`src/rtl/alu_seq_controller.sv`:
```
// Sequencing FSM for a multi-cycle ALU datapath: load A, load B, a per-opcode
// number of execute cycles, result store, then a one-cycle done pulse.
module alu_seq_controller (
  input  logic       clk,
  input  logic       rst,
  input  logic       start,
  input  logic [1:0] opcode,
  output logic [1:0] opcode_q,
  output logic       ld_a,
  output logic       ld_b,
  output logic       ld_out,
  output logic       busy,
  output logic       done
);

  typedef enum logic [2:0] {IDLE, LOAD_A, LOAD_B, EXEC, STORE, DONE} state_t;

  state_t     state_q, state_d;
  logic [1:0] opcode_d;
  logic [2:0] cnt_q, cnt_d;
  logic [2:0] exec_last;

  // Counter preload is N-1: mul runs 4 EXEC cycles, div 6, add/sub 1.
  always_comb begin
    case (opcode_q)
      2'b01:   exec_last = 3'd3;
      2'b11:   exec_last = 3'd5;
      default: exec_last = 3'd0;
    endcase
  end

  always_comb begin
    state_d  = state_q;
    opcode_d = opcode_q;
    cnt_d    = cnt_q;
    case (state_q)
      IDLE: begin
        if (start) begin
          state_d  = LOAD_A;
          opcode_d = opcode;
        end
      end
      LOAD_A: state_d = LOAD_B;
      LOAD_B: begin
        cnt_d   = exec_last;
        state_d = EXEC;
      end
      EXEC: begin
        if (cnt_q == 3'd0) begin
          state_d = STORE;
        end else begin
          cnt_d = cnt_q - 3'd1;
        end
      end
      STORE:   state_d = DONE;
      DONE:    state_d = IDLE;
      default: state_d = IDLE;
    endcase
  end

  always_ff @(posedge clk) begin
    if (rst) begin
      state_q  <= IDLE;
      opcode_q <= 2'b00;
      cnt_q    <= 3'd0;
    end else begin
      state_q  <= state_d;
      opcode_q <= opcode_d;
      cnt_q    <= cnt_d;
    end
  end

  // Masked by rst so nothing fires in the cycle a reset arrives mid-operation.
  assign ld_a   = !rst && (state_q == LOAD_A);
  assign ld_b   = !rst && (state_q == LOAD_B);
  assign ld_out = !rst && (state_q == STORE);
  assign done   = !rst && (state_q == DONE);
  assign busy   = !rst && (state_q != IDLE);

endmodule

```
`config.mk`:
```
export PLATFORM = sky130hd
export DESIGN_NAME = alu_seq_controller
export DESIGN_NICKNAME = d
export VERILOG_FILES = /design/src/rtl/alu_seq_controller.sv
export SDC_FILE = /design/constraint.sdc
export NUM_CORES = 1
export LEC_CHECK = 0
export CORE_AREA = 2 2 39 41
export DETAILED_ROUTE_END_ITERATION = 12
export DIE_AREA = 0 0 41 43
export GPL_ROUTABILITY_DRIVEN = 0
export GPL_TIMING_DRIVEN = 0
export PLACE_DENSITY = 0.68
export SLEW_MARGIN = 20
export SYNTH_ARGS = -nofsm -noshare
export SYNTH_HDL_FRONTEND = slang
export SYNTH_SLANG_ARGS = --single-unit
```
`constraint.sdc`:
```
create_clock -name clk -period 3.29 [get_ports clk]
set_input_delay 0.658 -clock clk [delete_from_list [all_inputs] [get_ports clk]]
set_output_delay 0.658 -clock clk [all_outputs]
set_load 0.1 [all_outputs]
```
# Word-level counts from Yosys, hierarchy flattened
# Cells that the tools add are included.
# op_classes
n_addsub,1
n_eq_ne,10
mux,6
reduce_logical,13
# op_table
operator,n
one-hot mux 3 bit (5 select lines),1
one-hot mux 3 bit (2 select lines),2
2-to-1 mux 3 bit,3
== test 3 x 2 -> 1 bit (second input constant),2
== test 3 bit (second input constant),2
logical NOT 3 bit,2
!= test 2 bit (second input constant),3
AND reduction 2 bit,3
logical AND 1 bit,5
== test 3 x 1 -> 1 bit (second input constant),1
nonzero test 3 bit,1
subtractor 3 x 1 -> 3 bit (second input constant),1
== test 2 x 1 -> 1 bit (second input constant),1
== test 2 bit (second input constant),1
nonzero test 2 bit,1
logical NOT 1 bit,1
# word_totals
register_bits,8
out_inout_bits,7
word_cells,33

# Logic depth before layout (Yosys ltp)
# depth
ltp_word,3
mapped_depth,6

# Worst setup path before layout
# Ideal clock, no wire load.
# synth_timing
path_type,input port to output port
startpoint,in rst
endpoint,out ld_b
arrival_ns,3.961
path_slack_ns,-1.329
path_stages,2
path_buffers,1
cell_sequence,clkbuf_1 -> nor4b_1
# synth_between
elab_chain_cells,2
# synth_lines
element,line_no,rtl
from (decl),5,"input logic rst,"
logical NOT 1 bit,75,assign ld_b = !rst && (state_q == LOAD_B);
logical AND 1 bit,75,
to (decl),10,"output logic ld_b,"
# Every way passes these cells.

# Worst setup path in the final report
# layout_timing
startpoint,in rst
endpoint,out done
# layout_between
elab_chain_cells,2
# layout_lines
element,line_no,rtl
logical NOT 1 bit,77,assign done = !rst && (state_q == DONE);
logical AND 1 bit,77,
to (decl),13,output logic done
# Every way passes these cells.

==> flow_results.org <==
** Timing
- Setup violations remaining at the end of the flow were counted as 0.
- The routed design could run at a clock period as short as about 3.2 ns.
- Normalized max-slew margin :: a little over a third
- Based on the critical path, the design can be clocked at up to around 310 MHz.
- Adding up every negative setup slack in the final design gives 0 ns.
- The number of slew-limit violations in the final report was 0.
- For the pin with the worst max-slew slack, the measured transition is 0.962 ns.
- Hold Violations, Final :: 0
- Setup repair after global routing left no endpoint under its margin.
- Final critical-path share of the clock period :: approximately 97%
- Setup skew after layout :: approximately 0.0049 ns
- On the final layout, the worst hold slack is approximately 0.52 ns.

** Synthesis
- Area share of the largest cell type after synthesis :: between 30% and 40%
- Mapped Nets :: between 60 and 70
- The most common cell in the synthesized netlist is sky130_fd_sc_hd__dfxtp_1.
- Cells taking the most area after synthesis :: sky130_fd_sc_hd__dfxtp_1, sky130_fd_sc_hd__mux2i_1, sky130_fd_sc_hd__ha_1
- Synthesized area per cell :: approximately 8.3 um^2
- For this run, asynchronously set or reset flops after synthesis account for 0%.
- By area, the combinational part of the netlist is dominated by simple AND/OR/NAND/NOR gates.
- Mux contribution to synthesized area :: 8.14%
- Post-synthesis cell count :: 59
- Number of storage elements in the synthesis netlist :: 8
- Of the total synthesized cell area, the portion taken by XOR and XNOR cells is 0%.
- Cell type with the largest total area after synthesis :: sky130_fd_sc_hd__dfxtp_1
- The most used flip-flop cell after synthesis is sky130_fd_sc_hd__dfxtp_1.
- For this run, the number of Yosys warnings is 0.
- Complex-gate fraction of the synthesized area :: between 10% and 20%
- Adder and majority gate portion of the synthesized area :: 5.09%
- Yosys cell types :: 26
- Fraction of the yosys area taken by sequential cells :: approximately a third
- Top cells by count, synth :: sky130_fd_sc_hd__dfxtp_1, sky130_fd_sc_hd__nor2_1, sky130_fd_sc_hd__inv_1
- In this run, synthesis inferred 0 flip-flops with an integrated enable.
- Synth Cell Area :: between 400 and 500 um^2
- Of the total synthesized cell area, the portion taken by AND, OR, NAND and NOR gates is 27.7%.

** Finish
- From synthesis to final layout, the design area changed by 33.1%.
- 0 antenna diodes ended up in the layout.
- Share of post-route cells with drive strength above 1 :: between 10% and 20%
- The net count of the finished layout is 82.

** Die
- Core footprint :: ~1400 um^2
- Number of cell rows :: 14
- Die area :: 1760 um^2
- Die Wd :: ~40 um
- In this run the vertical extent of the chip is roughly 43 um.
- 12 I/O pins were placed.
- Once the floorplan was initialized, standard cells occupied 35.5% of the core.

** Power and ir drop
- Leakage power :: roughly 0.30 nW
- Maximum VDD drop :: 0.000192 V
- Ratio of total power to cell area :: about 440 nW/um^2

** Setup path
- Slowest stage cell on the critical path :: sky130_fd_sc_hd__dlygate4sd2_1
- Critical Path Sink Type :: output pin
- In this design, the stage delay of the slowest critical-path cell is between 0.8 and 0.9 ns.
- The worst setup path is launched from a primary input.
- For the worst setup path, the data required time is approximately 2.6 ns.
- Arrival time at the worst endpoint :: roughly 2.6 ns
- Traced cell by cell, the critical path runs through clkdlybuf4s50_1, clkbuf_1, inv_1, nand2_1, nor2_1, dlygate4sd2_1.
- Classification of the worst setup path :: in2out
- Along the worst path, the maximum fanout reaches 10.

** Place
- Half-perimeter wire length after placement :: between 700 and 800 um
- IO Port Bufs :: 11

** Job
- Across the run, the number of max-cap violations was 0.

** Routing
- After detailed routing, the met2 layer carries 490 um of wire.
- Antenna viol nets, final :: 0
- In the routed design, unresolved DRC markers number 0.
- Max layer used :: met4
- Summing over every cut layer, the via total after detailed routing is between 400 and 500.
- For this run, the detailed router's first-pass iteration total came to 4.
- Via-per-instance ratio :: slightly above 5
- Iteration-0 DRC Markers :: 7
- In the detailed route, the total length drawn on met3 is 37 um.
- Post-Route WL :: 1010 um
- Average wire length per cell after detail routing :: 11.4 um
- Metal-1 WL :: around 440 um

** Global route
- The first global-routing pass estimated about 1600 um of wire.
- Entering global routing, the biggest net connects 11 pins.
- Summed over all layers, the global routing overflow is 0.
- Global routing used between 10% and 20% of the available tracks.
- Number of antenna violations at the first check in global routing :: 0
- The via count of the first global-routing pass was 399.

** CTS
- Post-CTS setup buffers :: 0
- Count of H-tree levels built during CTS :: 1
- The clock passes through at most 2 buffers.
- Num CTS Buffers :: 3
- Latest clock arrival within the worst-skew pair :: around 0.26 ns
- Number of sinks handled by clock tree synthesis :: 8
- Once the clock tree was built, the resizer swapped 4 gates to a different size.
- Clock Root Buffer :: sky130_fd_sc_hd__clkbuf_4
- Clock-pin slew on the worst setup and hold paths :: 0.05 ns
- TritonCTS built the clock tree.
- Hold buffer count at cts :: 0

** Run status
- Status :: finished clean

** Min path
- HP Class :: reg2reg
## cell type report
class                   count  area [um^2]
fillers                   135          729
multi-input cells          41          302
flip-flops and latches      8          160
repair buffers             11          104
plain buffers               5         27.5
clock buffers               3         22.5
well taps                  16         20.0
inverters                   5         18.8
## where the power goes
| group | total [mW] | switching [mW] | internal, mW | leakage (nW) |
|---|---|---|---|---|
| sequential | 0.109 | 0.00476 | 0.104 | 0.0654 |
| combinational | 0.105 | 0.0704 | 0.0344 | 0.223 |
| clock | 0.0765 | 0.0347 | 0.0418 | 0.0138 |
| total | 0.290 | 0.110 | 0.180 | 0.302 |
## metal layers
| metal | vias to the layer above | track usage (%) |
|---|---|---|
| met5 | - | 0 |
| met4 | 0 | 12.0 |
| met3 | 4 | 3.14 |
| met2 | 7 | 19.4 |
| met1 | 208 | 18.3 |
| li1 | 235 | - |
## cells by family after synthesis
logic type | count (synthesis)
AND/OR/NAND/NOR | 23
flip-flops | 8
buffers and inverters | 10
AO/OA/AOI/OAI | 12
adder cells (fa/ha/maj) | 2
multiplexers | 4
## critical path: cells and delay by family
kind                   cells  cell delay (ns)
buffers and inverters      4             1.68
and+or+nand+nor            2             0.20
## layout by cell type, fill, tap and decap left out
cell type / netlist / final
sky130_fd_sc_hd__ha_1: 2 / 2
sky130_fd_sc_hd__clkbuf_4: 0 / 3
sky130_fd_sc_hd__clkbuf_1: 3 / 3
sky130_fd_sc_hd__dlymetal6s2s_1: 0 / 1
sky130_fd_sc_hd__a211o_1: 1 / 1
sky130_fd_sc_hd__nor3_2: 0 / 2
sky130_fd_sc_hd__nand3b_1: 2 / 2
sky130_fd_sc_hd__inv_1: 5 / 5
sky130_fd_sc_hd__dlygate4sd2_1: 0 / 3
sky130_fd_sc_hd__clkdlybuf4s50_1: 0 / 6
sky130_fd_sc_hd__nor2b_1: 1 / 1
sky130_fd_sc_hd__o311a_1: 1 / 1
sky130_fd_sc_hd__and3b_1: 1 / 1
sky130_fd_sc_hd__a32o_1: 1 / 1
sky130_fd_sc_hd__dfxtp_1: 8 / 8
sky130_fd_sc_hd__nand2_1: 2 / 2
sky130_fd_sc_hd__a31oi_1: 1 / 1
sky130_fd_sc_hd__nor2_1: 6 / 6
sky130_fd_sc_hd__or4_1: 1 / 1
sky130_fd_sc_hd__buf_6: 1 / 1
sky130_fd_sc_hd__clkbuf_2: 0 / 1
sky130_fd_sc_hd__o21ai_0: 3 / 3
sky130_fd_sc_hd__a2111oi_0: 1 / 1
sky130_fd_sc_hd__nand2b_1: 4 / 4
sky130_fd_sc_hd__a21oi_1: 2 / 2
sky130_fd_sc_hd__a22oi_1: 1 / 1
sky130_fd_sc_hd__buf_2: 1 / 1
sky130_fd_sc_hd__nor3_1: 4 / 2
sky130_fd_sc_hd__nor4b_2: 1 / 2
sky130_fd_sc_hd__mux2i_1: 4 / 4
sky130_fd_sc_hd__o31ai_1: 1 / 1
## registers in the layout, indices dropped and copies added, names as in the netlist
register and flops:
cnt_q 3, state_q 3, opcode_q 2
## per-stage QoR
stage | setup slack (ns) | power (mW) | instances | utilization [%] | area (um^2)
2_1_floorplan | 0.0656 | 0.193 | 59 | - | 508
3_3_place_gp | -0.243 | 0.216 | 86 | 46.1 | 638
3_5_place_dp | -0.223 | 0.218 | 86 | 46.1 | 638
4_1_cts | 0.0148 | 0.292 | 89 | 47.4 | 656
5_1_grt | 0.0334 | 0.303 | 89 | 47.3 | 654
6_report | 0.0867 | 0.290 | 89 | 47.3 | 654
## path summary, 6_finish.rpt
| check | startpoint | endpoint | slack [ns] | depth (start not counted) |
|---|---|---|---|---|
| worst max register to register | cnt_q[0] | cnt_q[0] | 1.63 | 6 |
| worst min register to register | cnt_q[0] | cnt_q[0] | 0.52 | 2 |
| worst max-delay path | rst | done | 0.09 | 6 |
| worst min-delay path | cnt_q[0] | cnt_q[0] | 0.52 | 2 |
No activity file was read; power rests on OpenSTA's default activity.
